`config.mk`:
```
export PLATFORM = sky130hd
export DESIGN_NAME = mmio_timer_pwm
export DESIGN_NICKNAME = d
export VERILOG_FILES = /design/src/rtl/mmio_timer_pwm.sv
export SDC_FILE = /design/constraint.sdc
export NUM_CORES = 1
export LEC_CHECK = 0
export CAP_MARGIN = 25
export CELL_PAD_IN_SITES_DETAIL_PLACEMENT = 0
export CELL_PAD_IN_SITES_GLOBAL_PLACEMENT = 1
export CORE_MARGIN = 3
export CORE_UTILIZATION = 44
export DETAILED_ROUTE_END_ITERATION = 7
export PLACE_DENSITY_LB_ADDON = 0.1
export SLEW_MARGIN = 10
export SYNTH_ARGS = -nofsm -noshare
export SYNTH_HDL_FRONTEND = slang
export SYNTH_SLANG_ARGS = --single-unit
```
`constraint.sdc`:
```
create_clock -name clk -period 3.61 [get_ports clk]
set_clock_uncertainty 0.2 [all_clocks]
set_input_delay 0.722 -clock clk [delete_from_list [all_inputs] [get_ports clk]]
set_output_delay 0.722 -clock clk [all_outputs]
set_load 0.02 [all_outputs]
```
`src/rtl/mmio_timer_pwm.sv`:
```
// mmio_timer_pwm: memory-mapped PWM / timer peripheral decoded at 0xFFFFFF00-0xFFFFFFFF.
// Provides NUM_PWM PWM channels sharing one period, free-running MICROS/MILLIS
// counters, and a registered, funct3-formatted read port with one-cycle latency.
// Optional feature macro: TIMER_IRQ_EN adds IRQ_CSR (0xE8), MILLIS_CMP (0xEC)
// and the millisecond compare interrupt. Without it, irq is tied low.
module mmio_timer_pwm #(
    parameter int CLK_HZ   = 12_000_000,
    parameter int NUM_PWM  = 4,
    parameter int PWM_BITS = 8
) (
    input  logic                clk,
    input  logic                rst_n,
    input  logic                write_mem,
    input  logic [2:0]          funct3,
    input  logic [31:0]         write_address,
    input  logic [31:0]         write_data,
    input  logic [31:0]         read_address,
    output logic [31:0]         read_data,
    output logic [NUM_PWM-1:0]  pwm_out,
    output logic                irq
);

    localparam int DIV_US = CLK_HZ / 1_000_000;
    localparam int DIV_MS = CLK_HZ / 1000;
    localparam int US_W   = $clog2(DIV_US + 1);
    localparam int MS_W   = $clog2(DIV_MS + 1);
    localparam logic [US_W-1:0]     US_LAST    = US_W'(DIV_US - 1);
    localparam logic [MS_W-1:0]     MS_LAST    = MS_W'(DIV_MS - 1);
    localparam logic [PWM_BITS-1:0] PERIOD_RST = {PWM_BITS{1'b1}};
    localparam logic [5:0]          IDX_PERIOD = 6'd60;
    localparam logic [5:0]          IDX_MICROS = 6'd61;
    localparam logic [5:0]          IDX_MILLIS = 6'd62;
`ifdef TIMER_IRQ_EN
    localparam logic [5:0]          IDX_CSR    = 6'd58;
    localparam logic [5:0]          IDX_CMP    = 6'd59;
`endif

    // Merge a right-aligned store into the addressed byte lanes of old_v.
    function automatic logic [31:0] merge_store(
        input logic [31:0] old_v,
        input logic [31:0] wdata,
        input logic [1:0]  lane,
        input logic [2:0]  f3
    );
        logic [31:0] v;
        v = old_v;
        if (f3[1]) begin
            v = wdata;
        end else if (f3[0]) begin
            if (lane[1]) begin
                v[31:16] = wdata[15:0];
            end else begin
                v[15:0] = wdata[15:0];
            end
        end else begin
            case (lane)
                2'd0:    v[7:0]   = wdata[7:0];
                2'd1:    v[15:8]  = wdata[7:0];
                2'd2:    v[23:16] = wdata[7:0];
                default: v[31:24] = wdata[7:0];
            endcase
        end
        return v;
    endfunction

    // Select and extend the load lanes of a 32-bit register value.
    function automatic logic [31:0] format_load(
        input logic [31:0] val,
        input logic [1:0]  lane,
        input logic [2:0]  f3
    );
        logic [31:0] r;
        logic [15:0] h;
        logic [7:0]  b;
        h = 16'h0000;
        b = 8'h00;
        if (f3[1]) begin
            r = val;
        end else if (f3[0]) begin
            if (lane[1]) begin
                h = val[31:16];
            end else begin
                h = val[15:0];
            end
            if (f3[2]) begin
                r = {16'h0000, h};
            end else begin
                r = {{16{h[15]}}, h};
            end
        end else begin
            case (lane)
                2'd0:    b = val[7:0];
                2'd1:    b = val[15:8];
                2'd2:    b = val[23:16];
                default: b = val[31:24];
            endcase
            if (f3[2]) begin
                r = {24'h000000, b};
            end else begin
                r = {{24{b[7]}}, b};
            end
        end
        return r;
    endfunction

`ifdef TIMER_IRQ_EN
    // True when the store of this cycle covers byte lane 0.
    function automatic logic lane0_written(input logic [1:0] lane, input logic [2:0] f3);
        logic w;
        if (f3[1]) begin
            w = 1'b1;
        end else if (f3[0]) begin
            w = ~lane[1];
        end else begin
            w = (lane == 2'd0);
        end
        return w;
    endfunction
`endif

    logic [PWM_BITS-1:0] duty_shadow_q [NUM_PWM];
    logic [PWM_BITS-1:0] duty_shadow_d [NUM_PWM];
    logic [PWM_BITS-1:0] duty_active_q [NUM_PWM];
    logic [PWM_BITS-1:0] duty_active_d [NUM_PWM];
    logic [PWM_BITS-1:0] period_shadow_q, period_shadow_d;
    logic [PWM_BITS-1:0] period_active_q, period_active_d;
    logic [PWM_BITS-1:0] cnt_q, cnt_d;
    logic [NUM_PWM-1:0]  pwm_q, pwm_d;
    logic [US_W-1:0]     us_div_q, us_div_d;
    logic [MS_W-1:0]     ms_div_q, ms_div_d;
    logic [31:0]         micros_q, micros_d;
    logic [31:0]         millis_q, millis_d;
    logic [31:0]         rdata_q, rdata_d;
    logic [31:0]         rd_val_s;
    logic                us_tick_s, ms_tick_s, wrap_s;
    logic                wr_hit_s, rd_hit_s;
    logic [5:0]          wr_idx_s, rd_idx_s;

    assign wr_hit_s = write_mem && (write_address[31:8] == 24'hFFFFFF);
    assign rd_hit_s = (read_address[31:8] == 24'hFFFFFF);
    assign wr_idx_s = write_address[7:2];
    assign rd_idx_s = read_address[7:2];

    // Software writes into the DUTY and PERIOD shadow registers.
    always_comb begin
        duty_shadow_d   = duty_shadow_q;
        period_shadow_d = period_shadow_q;
        if (wr_hit_s) begin
            if (wr_idx_s == IDX_PERIOD) begin
                period_shadow_d = PWM_BITS'(merge_store(32'(period_shadow_q), write_data,
                                                        write_address[1:0], funct3));
            end else begin
                for (int k = 0; k < NUM_PWM; k++) begin
                    if (wr_idx_s == 6'(k)) begin
                        duty_shadow_d[k] = PWM_BITS'(merge_store(32'(duty_shadow_q[k]), write_data,
                                                                 write_address[1:0], funct3));
                    end else begin
                        duty_shadow_d[k] = duty_shadow_q[k];
                    end
                end
            end
        end else begin
            period_shadow_d = period_shadow_q;
        end
    end

    // PWM counter; shadows load into the active set only when the counter wraps.
    always_comb begin
        wrap_s          = (cnt_q == period_active_q);
        duty_active_d   = duty_active_q;
        period_active_d = period_active_q;
        if (wrap_s) begin
            cnt_d           = {PWM_BITS{1'b0}};
            duty_active_d   = duty_shadow_q;
            period_active_d = period_shadow_q;
        end else begin
            cnt_d = cnt_q + PWM_BITS'(1);
        end
        for (int k = 0; k < NUM_PWM; k++) begin
            pwm_d[k] = (cnt_d < duty_active_d[k]);
        end
    end

    // Microsecond and millisecond dividers with their free-running counters.
    always_comb begin
        us_tick_s = (us_div_q == US_LAST);
        ms_tick_s = (ms_div_q == MS_LAST);
        if (us_tick_s) begin
            us_div_d = {US_W{1'b0}};
            micros_d = micros_q + 32'd1;
        end else begin
            us_div_d = us_div_q + US_W'(1);
            micros_d = micros_q;
        end
        if (ms_tick_s) begin
            ms_div_d = {MS_W{1'b0}};
            millis_d = millis_q + 32'd1;
        end else begin
            ms_div_d = ms_div_q + MS_W'(1);
            millis_d = millis_q;
        end
    end

`ifdef TIMER_IRQ_EN
    logic        pending_q, pending_d;
    logic        enable_q, enable_d;
    logic        irq_q, irq_d;
    logic [31:0] cmp_q, cmp_d;
    logic        csr_wr_s, cmp_match_s;

    // Compare match, IRQ_CSR/MILLIS_CMP writes; a match beats a same-edge clear.
    always_comb begin
        cmp_match_s = ms_tick_s && ((millis_q + 32'd1) == cmp_q);
        csr_wr_s    = wr_hit_s && (wr_idx_s == IDX_CSR) && lane0_written(write_address[1:0], funct3);
        if (wr_hit_s && (wr_idx_s == IDX_CMP)) begin
            cmp_d = merge_store(cmp_q, write_data, write_address[1:0], funct3);
        end else begin
            cmp_d = cmp_q;
        end
        if (csr_wr_s) begin
            enable_d = write_data[1];
        end else begin
            enable_d = enable_q;
        end
        if (cmp_match_s) begin
            pending_d = 1'b1;
        end else if (csr_wr_s && write_data[0]) begin
            pending_d = 1'b0;
        end else begin
            pending_d = pending_q;
        end
        irq_d = pending_d & enable_d;
    end

    // Compare state registers.
    always_ff @(posedge clk or negedge rst_n) begin
        if (!rst_n) begin
            pending_q <= 1'b0;
            enable_q  <= 1'b0;
            irq_q     <= 1'b0;
            cmp_q     <= 32'hFFFF_FFFF;
        end else begin
            pending_q <= pending_d;
            enable_q  <= enable_d;
            irq_q     <= irq_d;
            cmp_q     <= cmp_d;
        end
    end

    assign irq = irq_q;
`else
    assign irq = 1'b0;
`endif

    // Read mux over the current (pre-write) register values, zero-extended.
    always_comb begin
        rd_val_s = 32'h0000_0000;
        if (rd_hit_s) begin
            case (rd_idx_s)
                IDX_PERIOD: rd_val_s = 32'(period_shadow_q);
                IDX_MICROS: rd_val_s = micros_q;
                IDX_MILLIS: rd_val_s = millis_q;
`ifdef TIMER_IRQ_EN
                IDX_CSR:    rd_val_s = {30'h0, enable_q, pending_q};
                IDX_CMP:    rd_val_s = cmp_q;
`endif
                default: begin
                    for (int k = 0; k < NUM_PWM; k++) begin
                        if (rd_idx_s == 6'(k)) begin
                            rd_val_s = 32'(duty_shadow_q[k]);
                        end else begin
                            rd_val_s = rd_val_s;
                        end
                    end
                end
            endcase
        end else begin
            rd_val_s = 32'h0000_0000;
        end
        rdata_d = format_load(rd_val_s, read_address[1:0], funct3);
    end

    // Main state registers.
    always_ff @(posedge clk or negedge rst_n) begin
        if (!rst_n) begin
            for (int k = 0; k < NUM_PWM; k++) begin
                duty_shadow_q[k] <= {PWM_BITS{1'b0}};
                duty_active_q[k] <= {PWM_BITS{1'b0}};
            end
            period_shadow_q <= PERIOD_RST;
            period_active_q <= PERIOD_RST;
            cnt_q           <= {PWM_BITS{1'b0}};
            pwm_q           <= {NUM_PWM{1'b0}};
            us_div_q        <= {US_W{1'b0}};
            ms_div_q        <= {MS_W{1'b0}};
            micros_q        <= 32'h0000_0000;
            millis_q        <= 32'h0000_0000;
            rdata_q         <= 32'h0000_0000;
        end else begin
            duty_shadow_q   <= duty_shadow_d;
            duty_active_q   <= duty_active_d;
            period_shadow_q <= period_shadow_d;
            period_active_q <= period_active_d;
            cnt_q           <= cnt_d;
            pwm_q           <= pwm_d;
            us_div_q        <= us_div_d;
            ms_div_q        <= ms_div_d;
            micros_q        <= micros_d;
            millis_q        <= millis_d;
            rdata_q         <= rdata_d;
        end
    end

    assign read_data = rdata_q;
    assign pwm_out   = pwm_q;

endmodule
```
* Word-level counts from Yosys, hierarchy flattened *
Cells that the tools add are included.

cells by class
  bitwise operators = 1
  muxes and demuxes = 20
  equal/unequal tests = 18
  reduce and logical (&&, ||, !) cells = 11
  add/sub/neg operators = 5
  magnitude comparators = 4

operators by type and width
  kind                                                 count
  two-way mux 32 bit                                   9
  one-hot mux 32 bit (3 select lines)                  1
  adder 32 x 1 -> 32 bit, second input constant        2
  equality test 24 bit, second input constant          2
  two-way mux 8 bit                                    6
  less-than comparator 8 bit                           4
  equality test 6 x 2 -> 1 bit, second input constant  4
  equality test 6 bit, second input constant           4
  one-hot mux 8 bit (3 select lines)                   1
  AND reduction 5 bit                                  4
  two-way mux 16 bit                                   1
  adder 14 x 1 -> 14 bit, second input constant        1
  equality test 14 bit, second input constant          1
  two-way mux 14 bit                                   1
  equality test 6 x 1 -> 1 bit, second input constant  2
  logical NOT 6 bit                                    2
  adder 8 x 1 -> 8 bit, second input constant          1
  equality test 8 bit                                  1
  adder 4 x 1 -> 4 bit, second input constant          1
  equality test 4 bit, second input constant           1
  logical NOT 2 bit                                    2
  two-way mux 4 bit                                    1
  AND reduction 4 bit                                  1
  inequality test 3 bit, second input constant         1
  5 further kinds                                      5

storage, ports and cells
  register bits = 206
  output and inout port bits = 37
  word-level logic and storage cells = 76
  input port bits = 102

* Logic depth before layout (Yosys ltp) *
  depth in word-level cells = 11
  depth in mapped cells = 12
  depth with buffers taken out = 11

* Worst setup path before layout *
OpenSTA, ideal clock, no wires.

  kind = reg2reg
  from = reg period_active_q[2]
  to = reg pwm_q[1], in the netlist pwm_out[1]
  setup time = 0.082 ns
  arrival = 2.862 ns
  clock period less this slack = 3.144 ns
  stages on the path, launching flop included = 12
  slack = 0.466 ns
  path buffers = 1
  data required time = 3.328 ns
  cell sequence = dfstp_2 -> xnor2_1 -> nand4_1 -> nor2_1 -> clkbuf_1 -> mux2_2 -> inv_1 -> ha_1 -> a21o_1 -> a21o_1 -> a221o_1 -> a31oi_1

RTL lines
  item                      RTL line  text
  start: declaration        126       logic [PWM_BITS-1:0] period_active_q, period_active_d;
  start signal: assignment  303       period_active_q <= period_active_d;
  end signal: assignment    293       pwm_q <= {NUM_PWM{1'b0}};
  end signal: assignment    305       pwm_q <= pwm_d;
  end: declaration          128       logic [NUM_PWM-1:0] pwm_q, pwm_d;

* Worst setup path in the final report *
  from = reg period_active_q[7]
  to = reg pwm_q[3], in the netlist pwm_out[3]

on the way
  longest elaborated chain between the ends = 3
  elaborated cells between the ends (all ways) = 4
  classes of those cells = 1 x order compare; 1 x eq/ne; 2 x mux

RTL lines
  item                                                     RTL line  text
  equality test 8 bit (*)                                  169       wrap_s = (cnt_q == period_active_q);
  two-way mux 8 bit or two-way mux 32 bit (tied branches)  172       if (wrap_s) begin
  less-than comparator 8 bit (*)                           180       pwm_d[k] = (cnt_d < duty_active_d[k]);
  via pwm_d[3]                                             128

Mark *: on every way through the listed nets, which the timed path passes. The rest lies on a longest branch.
A chain may end at the register's enable or synchronous reset.

==> impl_metrics.ini <==
[finish]
finalNetCount = 1203
fillers = 2105
diodes = 0
area_delta_synth_final_pct = 22.6
drive_above_1_share_pct = 16.6
design_area_sq_um = 13000

[power_and_ir_drop]
p_per_area_nw_per_um2 = 369
finalPower_mw = 4.82
ir_drop_mv = 0.298
p_leak_nw = 6.04

[global_route]
grt_pass1_vias = 7625
antenna_found_initial = 0
track_usage_pct = 21.0
gr-total-overflow = 0
grt_start_max_net_pins = 79
grt_pass1_wl_mm = 43.5

[yosys]
synth_top_flop_cell = dfrtp_1
synthMuxAreaShare_pct = 11.1
synth_edf_count = 0
synth_seq_cells = 206
avgSynthCellArea_sq_um = 11.3
yosys_warnings = 0
synthAdderAreaFrac_pct = 3.88
synth_compound_area_share_pct = 11.3
synth_top_area_share_pct = 44.7
synth.most_common_cell = dfrtp_1
yosys.area_share.simple_pct = 14.7
synth_top_family_by_area = simple AND/OR/NAND/NOR gates
synth_common_cells = dfrtp_1 (190), mux2_2 (71), nand2_1 (50)
synth-async-reset-ratio_pct = 100
syn_nets = 1078
yosys-top-cells-area = dfrtp_1 (45%), mux2_2 (7.5%), dfstp_2 (4.0%), ha_1 (3.9%), xnor2_1 (3.5%)
syn_area_sq_um = 10600
synth_cell_types = 62
ys_seq_area_share_pct = 48.7
synth_xor_xnor_area_share_pct = 7.08
yosysTopAreaCell = dfrtp_1
synthCells = 943

[worst_setup_path]
crit_path_start_kind = flop
worstSetupPathType = reg -> reg
worstPathMaxFanout = 28
r2r_end = pwm_out[3]
rrSetupSlack_ps = 470
timing.rr.start = period_active_q[7]
required_ps = 3820
worstSetupEndpointType = flop
r2r_cells = 10
arrival_ps = 3340

[clock_network]
cts_buffers = 23
cts_tree = done
numClockSinks = 206
clock_latency_ps = 510
cts_resized = 0
cts_max_level = 1
clock_path_buffers = 3
cts.clk_slew.worst_paths_ps = 60
cts.root.buffer_cell = clkbuf_16

[floorplanning]
pin_count = 139
chipHeight_um = 161
fp.dieW_um = 161
core_area_sq_um = 23600
std_cell_rows = 56
floorplan.initialDensity_pct = 45.0
die-area_sq_um = 26100

[sta]
finalSetupTns_ps = 0
hold_viol = 0
rsz0062_at_grt = no
slew_violations = 0
fin_crit_ps = 3140
worstMarginPinSlew_ps = 587
finalSetupViolations = 0
fmax_ghz = 0.319
max_slew_margin_pct = 60.6
finalCritPeriodShare_pct = 86.9

[detailed_routing]
drcViolationCount = 0
wl_mm = 27.5
wire_per_inst_um = 19.6
drt_iter0_markers = 400
drt_first_pass_iters = 7
final_antenna_net_count = 0
post_drt_via_cell_ratio = 5.54
num_vias = 7774

[placed_design]
io_buffers = 113
place.gp.congestion = 0.832
dpl.hpwl_mm = 20.3
dpl_cell_area_sq_um = 12300

[worst_hold_path]
worstHoldStart = us_div_q[0]
hold_path.class = reg -> reg
min_path_cells = 1
whs_endpoint = us_div_q[0]

[run_status]
status = finished clean

[flow_run]
maxCapViolations = 0
==> worst max path at each step <==
stage                             startpoint                end  depth (start not counted)
after floorplan           period_active_q[2]         pwm_out[1]                         11
after global placement             funct3[1]  duty_shadow_q[12]                          7
after detailed placement           funct3[1]  duty_shadow_q[15]                          7
after CTS                 period_active_q[7]         pwm_out[3]                         10
after global routing      period_active_q[6]         pwm_out[3]                         10
final                     period_active_q[7]         pwm_out[3]                         10
==> final cells by class <==
type | instances | area (sq um) | share of cell area [%]
Tap cell | 319 | 399 | 3.06
Sequential cell | 206 | 5170 | 39.7
Timing Repair Buffer | 143 | 1460 | 11.2
Clock buffer | 34 | 657 | 5.04
Multi-Input combinational cell | 651 | 5110 | 39.2
Inverter | 43 | 161 | 1.24
Clock inverter | 7 | 66.3 | 0.509
==> through the flow <==
stage | instances | hold WS [ps] | utilization (%) | worst slack (ps)
floorplan | 943 | 226 | - | 466
global placement | 1361 | 255 | 52.1 | 263
detailed placement | 1361 | 257 | 52.1 | 255
CTS | 1403 | 265 | 55.2 | 482
global route | 1403 | 306 | 55.2 | 263
finish | 1403 | 265 | 55.2 | 474
==> placed cells by master (no fill, tap or decap), types with 23 or more instances in the layout <==
cell / instances
dfrtp_1: 190
clkdlybuf4s50_1: 112
mux2_2: 71
nand2_1: 50
nor2_1: 46
xnor2_1: 43
inv_1: 43
xor2_1: 43
nand4_1: 42
nand3_1: 35
ha_1: 33
clkbuf_16: 23
==> metal layers <==
metal	vias to the layer above	routed length, um	global-route usage (%)
met4	0	384	4.26
met5	-	0	0
li1	3747	-	-
met2	194	11600	30.7
met3	27	1390	2.82
met1	3806	14100	33.4
==> critical path: stages (launching register included) <==
cell	delay [ps]
dfstp_2	540
xnor2_1	150
nand4_1	230
nor2_4	300
buf_12	260
mux2i_1	330
ha_1	280
and4_1	210
a21oi_1	140
nand2_1	130
a21oi_1	240
==> cell families (layout without fill, tap and decap cells) <==
group           after synthesis  after routing
fa+ha+maj                    33             33
other cells                   1              1
flops                       206            206
mux                          99             99
xor+xnor                     86             86
simple gates                275            275
buf+inv                      86            227
compound gates              157            157
==> sequential cells by signal (all words and copies together), names as in the netlist <==
signal,flops
cnt_q,8
duty_active_q,32
duty_shadow_q,32
micros_q,32
millis_q,32
ms_div_q,14
period_active_q,8
period_shadow_q,8
pwm_out,4
read_data,32
us_div_q,4
==> where the power goes <==
part | switching [mW] | internal (mW)
clock network | 0.914 | 1.33
registers | 0.00161 | 2.32
logic | 0.135 | 0.120
total | 1.05 | 3.76
==> timing repair <==
| action | CTS | global route |
|---|---|---|
| buffers inserted | 0 | 0 |
| hold buffers | 1 | 0 |
| hold endpoints to repair | 24 | 0 |
Note: power is estimated with default switching activity, not from simulation.
